$ cat src/rtl/rv32im_dmem_ctrl_pkg.sv
// Shared definitions for the rv32im data-memory bus controller: data width,
// 2-bit FSM state encodings, LSU mask constants and the byte-enable helper.
package rv32im_dmem_ctrl_pkg;

  localparam int API_DATA_WIDTH = 32;

  typedef enum logic [1:0] {
    DMEM_ST_IDLE = 2'b00,
    DMEM_ST_REQ  = 2'b01,
    DMEM_ST_RESP = 2'b10,
    DMEM_ST_DONE = 2'b11
  } dmem_state_e;

  localparam logic [3:0] LSU_MASK_LOAD = 4'b0000;
  localparam logic [3:0] LSU_MASK_WORD = 4'b1111;

  // Loads always fetch the whole word; stores use the LSU's lane mask.
  function automatic logic [3:0] dmem_bus_be(input logic [3:0] wr_mask);
    return (wr_mask != LSU_MASK_LOAD) ? wr_mask : LSU_MASK_WORD;
  endfunction

endpackage

$ cat src/rtl/rv32im_dmem_ctrl_timeout.sv
// Transaction watchdog for rv32im_dmem_ctrl: counts cycles spent in REQ/RESP and
// flags expiry. Only compiled when DMEM_TIMEOUT_EN is defined.
`ifdef DMEM_TIMEOUT_EN
module rv32im_dmem_timeout #(
  parameter int unsigned TIMEOUT_CYCLES = 16
) (
  input  logic clk_i,
  input  logic rst_n_i,
  input  logic run_i,
  output logic expired_o
);

  localparam int unsigned CW = $clog2(TIMEOUT_CYCLES) + 1;

  logic [CW-1:0] cnt_q;
  logic [CW-1:0] cnt_d;

  // Counter restarts whenever the controller is outside REQ/RESP.
  assign cnt_d     = run_i ? (cnt_q + CW'(1)) : '0;
  assign expired_o = run_i && (cnt_q == CW'(TIMEOUT_CYCLES - 1));

  always_ff @(posedge clk_i or negedge rst_n_i) begin
    if (!rst_n_i) cnt_q <= '0;
    else          cnt_q <= cnt_d;
  end

endmodule
`endif

$ cat src/rtl/rv32im_dmem_ctrl.sv
// Data-memory bus controller between rv32im_lsu and a req/gnt + rvalid bus.
// Optional watchdog abort is enabled with the DMEM_TIMEOUT_EN macro.
module rv32im_dmem_ctrl
  import rv32im_dmem_ctrl_pkg::*;
#(
  parameter int unsigned TIMEOUT_CYCLES = 16
) (
  input  logic                      clk_i,
  input  logic                      rst_n_i,
  input  logic                      lsu_enable_i,
  input  logic [API_DATA_WIDTH-1:0] lsu_addr_i,
  input  logic [API_DATA_WIDTH-1:0] lsu_wdata_i,
  input  logic [3:0]                lsu_wr_mask_i,
  output logic [API_DATA_WIDTH-1:0] lsu_rdata_o,
  output logic                      stall_o,
  output logic                      done_o,
  output logic                      err_o,
  output logic                      bus_req_o,
  output logic                      bus_we_o,
  output logic [3:0]                bus_be_o,
  output logic [API_DATA_WIDTH-1:0] bus_addr_o,
  output logic [API_DATA_WIDTH-1:0] bus_wdata_o,
  input  logic                      bus_gnt_i,
  input  logic                      bus_rvalid_i,
  input  logic [API_DATA_WIDTH-1:0] bus_rdata_i,
  input  logic                      bus_err_i,
  output logic [1:0]                dbg_state_o
);

  dmem_state_e               state_q, state_d;
  logic [API_DATA_WIDTH-1:0] addr_q, wdata_q, rdata_q;
  logic [3:0]                be_q;
  logic                      we_q, err_q;
  logic                      complete_w, timeout_w;
  logic [1:0]                addr_lsb_unused;

  // Byte offset is already folded into the LSU's lane mask.
  assign addr_lsb_unused = lsu_addr_i[1:0];

  // A response is only taken once the address phase has been granted.
  assign complete_w = bus_rvalid_i &&
                      ((state_q == DMEM_ST_RESP) || (state_q == DMEM_ST_REQ && bus_gnt_i));

`ifdef DMEM_TIMEOUT_EN
  rv32im_dmem_timeout #(
    .TIMEOUT_CYCLES(TIMEOUT_CYCLES)
  ) u_timeout (
    .clk_i    (clk_i),
    .rst_n_i  (rst_n_i),
    .run_i    ((state_q == DMEM_ST_REQ) || (state_q == DMEM_ST_RESP)),
    .expired_o(timeout_w)
  );
`else
  assign timeout_w = 1'b0;
`endif

  always_ff @(posedge clk_i or negedge rst_n_i) begin
    if (!rst_n_i) state_q <= DMEM_ST_IDLE;
    else          state_q <= state_d;
  end

  always_comb begin
    state_d = state_q;
    unique case (state_q)
      DMEM_ST_IDLE: if (lsu_enable_i) state_d = DMEM_ST_REQ;
      DMEM_ST_REQ: begin
        if (complete_w || timeout_w) state_d = DMEM_ST_DONE;
        else if (bus_gnt_i)          state_d = DMEM_ST_RESP;
      end
      DMEM_ST_RESP: if (complete_w || timeout_w) state_d = DMEM_ST_DONE;
      DMEM_ST_DONE: state_d = DMEM_ST_IDLE;
      default:      state_d = DMEM_ST_IDLE;
    endcase
  end

  always_comb begin
    bus_req_o = (state_q == DMEM_ST_REQ);
    done_o    = (state_q == DMEM_ST_DONE);
    stall_o   = lsu_enable_i && (state_q != DMEM_ST_DONE);
  end

  always_ff @(posedge clk_i or negedge rst_n_i) begin
    if (!rst_n_i) begin
      addr_q  <= '0;
      wdata_q <= '0;
      be_q    <= '0;
      we_q    <= 1'b0;
      rdata_q <= '0;
      err_q   <= 1'b0;
    end else begin
      if (state_q == DMEM_ST_IDLE && lsu_enable_i) begin
        addr_q  <= {lsu_addr_i[API_DATA_WIDTH-1:2], 2'b00};
        wdata_q <= lsu_wdata_i;
        be_q    <= dmem_bus_be(lsu_wr_mask_i);
        we_q    <= (lsu_wr_mask_i != LSU_MASK_LOAD);
      end
      // Completion wins over a coincident watchdog expiry.
      if (complete_w) begin
        err_q <= bus_err_i;
        if (!we_q) rdata_q <= bus_rdata_i;
      end else if (timeout_w) begin
        err_q <= 1'b1;
      end else if (state_q == DMEM_ST_DONE) begin
        err_q <= 1'b0;
      end
    end
  end

  assign lsu_rdata_o = rdata_q;
  assign err_o       = err_q;
  assign bus_we_o    = we_q;
  assign bus_be_o    = be_q;
  assign bus_addr_o  = addr_q;
  assign bus_wdata_o = wdata_q;
  assign dbg_state_o = state_q;

endmodule

$ cat config.mk
export PLATFORM = sky130hd
export DESIGN_NAME = rv32im_dmem_ctrl
export DESIGN_NICKNAME = d
export VERILOG_FILES = /design/src/rtl/rv32im_dmem_ctrl_pkg.sv /design/src/rtl/rv32im_dmem_ctrl_timeout.sv /design/src/rtl/rv32im_dmem_ctrl.sv
export SDC_FILE = /design/constraint.sdc
export NUM_CORES = 1
export LEC_CHECK = 0
export CAP_MARGIN = 0
export CORE_MARGIN = 2
export CORE_UTILIZATION = 36
export CTS_BUF_LIST = sky130_fd_sc_hd__clkbuf_8
export DETAILED_ROUTE_END_ITERATION = 8
export PLACE_DENSITY = 0.89
export SETUP_SLACK_MARGIN = 0.3
export SYNTH_ARGS = -nofsm -noshare
export SYNTH_HDL_FRONTEND = slang
export SYNTH_SLANG_ARGS = --single-unit
$ cat constraint.sdc
create_clock -name clk_i -period 1.7 [get_ports clk_i]
set_input_delay 0.34 -clock clk_i [delete_from_list [all_inputs] [get_ports clk_i]]
set_output_delay 0.34 -clock clk_i [all_outputs]
set_load 0.005 [all_outputs]
* Word-level counts from Yosys, hierarchy flattened
Cells that the tools add are included.
** Storage, ports and cells
- Bits in writable memories :: 0
- Memory bits (read-only) :: 0
- Latch bits :: 0
- Output and inout port bits :: 107
- Register bits :: 102
- Memories :: 0
** Cells by class
- Order comparisons :: 0
- Eq/ne operators :: 7
- Bitwise operators :: 1
- $add $sub $neg :: 0
- Muxes and demuxes :: 8
- Divide/modulo/power cells :: 0
- Shift-type cells :: 0
- Reductions and logical operators :: 10
- $mul :: 0
** Operators by type and width (count)
- $mux 2 :: 4
- $pmux 2 s4 :: 1
- $ne 2x2->1 const B :: 3
- $eq 2x2->1 const B :: 2
- $logic_and 1x1->1 :: 4
- $mux 4 :: 1
- $reduce_bool 4->1 :: 1
- $ne 3x1->1 const B :: 1
- $reduce_and 3->1 :: 1
- $eq 2x1->1 const B :: 1
- $logic_not 2->1 :: 1
- $mux 1 :: 2
- $reduce_and 2->1 :: 1
- $reduce_bool 2->1 :: 1
- $logic_or 1x1->1 :: 1
- $not 1->1 :: 1

* Logic depth before layout (Yosys ltp)
- Word-level depth :: 6
- Gate-level depth with buffers :: 6
- Gate-level depth less buffers :: 5

* Least setup slack after synthesis
OpenSTA, ideal clock, no wires.
- Path kind :: register to register
- Start :: register state_q[1], in the netlist dbg_state_o[1]
- End :: register rdata_q[10], in the netlist lsu_rdata_o[10]
- Required time :: 1.575 ns
- Setup time :: 0.125 ns
- Slack :: -0.031 ns
- Stages on the path, launching flop included :: 7
- Data arrival time :: 1.606 ns
- Period minus slack after synthesis :: 1.731 ns
- Cells stage by stage :: dfrtp_1 inv_1 ha_1 a21oi_1 nor3_4 clkbuf_8 mux2_2
** On the way
- Word-level cells in the longest chain between the ends :: 5
** Ends and longest elaborated chain
- from (decl) :: line rv32im_dmem_ctrl.sv:30 : dmem_state_e state_q, state_d;
- from (signal assigned) :: line rv32im_dmem_ctrl.sv:59 : else state_q <= state_d;
- $eq 2x1->1
- via bus_req_o :: line rv32im_dmem_ctrl.sv:18 : output logic bus_req_o,
- $logic_and 1x1->1 :: line rv32im_dmem_ctrl.sv:42 : ((state_q == DMEM_ST_RESP) || (state_q == DMEM_ST_REQ && bus_gnt_i));
- $logic_or 1x1->1 :: line rv32im_dmem_ctrl.sv:42
- $logic_and 1x1->1 :: line rv32im_dmem_ctrl.sv:41 : assign complete_w = bus_rvalid_i &&
- $reduce_and 2->1 (no source line)
- to (signal assigned) :: line rv32im_dmem_ctrl.sv:100 : if (!we_q) rdata_q <= bus_rdata_i;
- to (decl) :: line rv32im_dmem_ctrl.sv:31 : logic [API_DATA_WIDTH-1:0] addr_q, wdata_q, rdata_q;
The timed path passes the listed nets, and every way through them passes these cells.
A chain may end at the register's enable or synchronous reset.

* Final worst setup path
- Start :: register state_q[1], in the netlist dbg_state_o[1]
- End :: register rdata_q[3], in the netlist lsu_rdata_o[3]
** On the way
- Word-level cells in the longest chain between the ends :: 5
** Ends and longest elaborated chain (line)
- $eq 2x1->1 :: rv32im_dmem_ctrl.sv:42
- $logic_and 1x1->1 :: rv32im_dmem_ctrl.sv:42
- $logic_or 1x1->1 (*) :: rv32im_dmem_ctrl.sv:42
- $logic_and 1x1->1 (*) :: rv32im_dmem_ctrl.sv:41
- $reduce_and 2->1 (no source line) (*)
Mark *: on every way between the ends. The rest lies on a longest branch, timed or not.

==> reports/metrics.csv <==
stage,metric,value,unit
global_route,grt_max_degree,103,
layout,fin_cells,677,
layout,post-route-util,69.43,%
timing,finalHoldViolations,0,
worst_setup_path,max_stage_delay,0.43,ns
die,rows,38,
job,max_cap_violations,0,
timing,layout_setup_ws,-0.09247,ns
cts,clkLatencyLatePin,0.36,ns
logic_synthesis,synth-seq-cells,102,
routing,vias,3179,
worst_hold_path,worst_hold_path_type,in -> async,
logic_synthesis,synth_edf_count,0,
timing,fin_crit_sh,105.4,%
layout,finalNetCount,643,
cts,root_buffer,clkbuf_8,
die,die_w,109.3,um
global_route,grt_pass1_vias,3343,
placement,dpl.hpwl,7740,um
routing,drt_wl_total,12730,um
worst_setup_path,critPathMaxFanout,8,
status,outcome,finished with violations,
layout,nFillCells,736,
power,total_power,12.85,mW
worst_setup_path,start_kind,flop,
worst_setup_path,required,1.94,ns
global_route,grt_pass1_wl,17070,um
logic_synthesis,synth_warnings,0,
timing,finalSetupViolations,32,
logic_synthesis,synth_common_cells,"102 x dfrtp_1, 94 x mux2_2",
logic_synthesis,synth_area_per_cell,15.79,um2
routing,drc,0,
timing,report.final.slew_viol_count,0,
logic_synthesis,syn_inst,253,
routing,first_pass_iters,4,
logic_synthesis,synthTopCellsByArea,"dfrtp_1 64%, mux2_2 27%, ha_1 1.6%",
power,power.density,1707,nW/um2
logic_synthesis,synthDistinctLibCells,22,
cts,clockBufferDepth,2,
routing,wl_per_cell,18.81,um
die,dieHeight,109.3,um
placement,io_buffers,208,
logic_synthesis,ys_seq_area_share,63.91,%
placement,dp.cells,605,
layout,area_growth,88.44,%
routing,post_drt_via_cell_ratio,4.696,
worst_setup_path,crit_path_start,dbg_state_o[1],
logic_synthesis,async_reset_ff_share,100.0,%
logic_synthesis,ys.flop_type,dfrtp_1,
logic_synthesis,synth.largest_area_cell,dfrtp_1,
cts,cts_tree,done,
worst_setup_path,r2r-start,dbg_state_o[1],
layout,diodes,0,
die,start_util,36.84,%
cts,htreeDepth,3,
cts,cts_hold_repair.buffers,0,
timing,finalClockSkew,0.01130,ns
global_route,antenna_found_initial,0,
timing,finalSetupTns,-2.073,ns
global_route,track_usage,18.69,%
global_route,gr-total-overflow,0,
worst_setup_path,endpoint_kind,flop,
routing,drt-initial-drc-count,100,
cts,path_clk_slew,0.09,ns
timing,hold_ws,0.005175,ns
die,core,10840,um2
logic_synthesis,post-synth-top-count-cell,dfrtp_1,
worst_setup_path,path_class,reg -> reg,
timing,worst_slew_pin_slew,0.5662,ns
routing,antenna_left,0,
power,leakagePower,3.568,nW
placement,place_area,6399,um2
die,die_area,11950,um2
timing,maxSlewHeadroom,62.26,%
layout,final_area,7526,um2
layout,drive_gt1_share,39.48,%
worst_setup_path,r2r_slack,-0.09,ns
worst_setup_path,crit_chain,buf_6 > inv_6 > ha_4 > a21oi_4 > nor3_4 > buf_6 > clkbuf_16 > mux2_2,
power,irDropWorstVdd,0.8842,mV
cts,cts_made_buffers,9,
placement,gp_congestion,0.7588,
timing,layout_min_cycle_time,1.792,ns
timing,max_freq,0.5579,GHz
die,num_io_pins,213,
timing,grt_setup_unrepaired,yes,
cts,cts_sinks,102,
worst_setup_path,slowest_stage,dfrtp_2,
logic_synthesis,synthDominantCellAreaShare,63.91,%
worst_setup_path,critPathMostFrequentCell,buf_6,
worst_setup_path,arrival,2.03,ns
status,violations,setup timing,
placement,place_ws,-0.2179,ns
logic_synthesis,netlist_area,3994,um2
==> critical path, delay by kind of cell, from the launching register on <==
kind | cells | cell delay, ns
and+or+nand+nor | 1 | 0.18
DFF | 1 | 0.43
buffers and inverters | 4 | 0.50
muxes | 1 | 0.34
AOI/OAI and AO/OA | 1 | 0.07
adders and majority gates | 1 | 0.16
==> state kept, by name, indices dropped and copies added, names as in the netlist <==
name         cells
bus_wdata_o     32
lsu_rdata_o     32
bus_addr_o      30
bus_be_o         4
dbg_state_o      2
bus_we_o         1
err_o            1
==> cell type report <==
cell class	count	area [um2]	share of cell area (%)
Sequential cell	102	2555	33.95
Tap cell	140	175.2	2.328
Multi-Input combinational cell	138	1734	23.04
Clock inverter	7	66.31	0.8811
Clock buffer	9	123.9	1.646
Inverter	3	23.77	0.3159
Timing Repair Buffer	278	2848	37.84
==> what timing repair did <==
item	4_1_cts	5_1_grt
pin swaps	4	6
resized for setup	152	123
setup endpoints to repair	206	150
cloned	5	3
buffers inserted	31	17
==> placed cells by master, fill, tap and decap left out, drive strengths merged <==
master	Yosys	final
a21oi	1	1
a22oi	1	1
buf	8	73
bufinv	0	1
clkbuf	4	12
clkdlybuf4s15	0	36
clkdlybuf4s50	0	102
clkinv	0	2
clkinvlp	0	3
conb	1	2
dfrtp	102	102
dlygate4sd2	0	64
ha	5	5
inv	3	4
mux2	96	96
nand2	6	7
nor2	6	6
nor2b	4	4
nor3	7	7
nor3b	1	1
nor4	1	1
o211a	1	1
o21ai	5	5
or4	1	1
==> layer usage <==
metal / global-route usage, % / vias up / part of all wire [%] / routed length [um]
met4: 5.967 / 0 / 2.5 / 321
li1: - / 1438 / - / -
met1: 20.31 / 1574 / 35 / 4420
met2: 33.99 / 141 / 54 / 6930
met5: 0 / - / 0 / 0
met3: 6.402 / 26 / 8.3 / 1059
==> report_power, final <==
part	internal [mW]	switching (mW)	leakage [nW]
Combinational	4.67	2.33	2.26
Sequential	3.67	0.675	1.21
Clock	0.671	0.833	0.0924
==> kinds of logic (layout without fill, tap and decap cells) <==
group	Yosys count	in the layout	synth area share (%)
AO/OA/AOI/OAI	8	8	1.190
adder cells (fa/ha/maj)	5	5	1.566
buffers and inverters	15	297	2.537
flip-flops	102	102	63.91
multiplexers	96	96	27.26
other	1	2	0.09389
AND/OR/NAND/NOR	26	27	3.446
==> final timing paths <==
path / end / cells past startpoint
min in group clk_i: bus_be_o[3] / 2
setup reg to reg: lsu_rdata_o[3] / 8
hold / removal: lsu_rdata_o[30] / 2
hold reg to reg: bus_be_o[3] / 2
setup / recovery: lsu_rdata_o[3] / 8
max in group asynchronous: dbg_state_o[1] / 2
(Power assumes the default switching activity.)
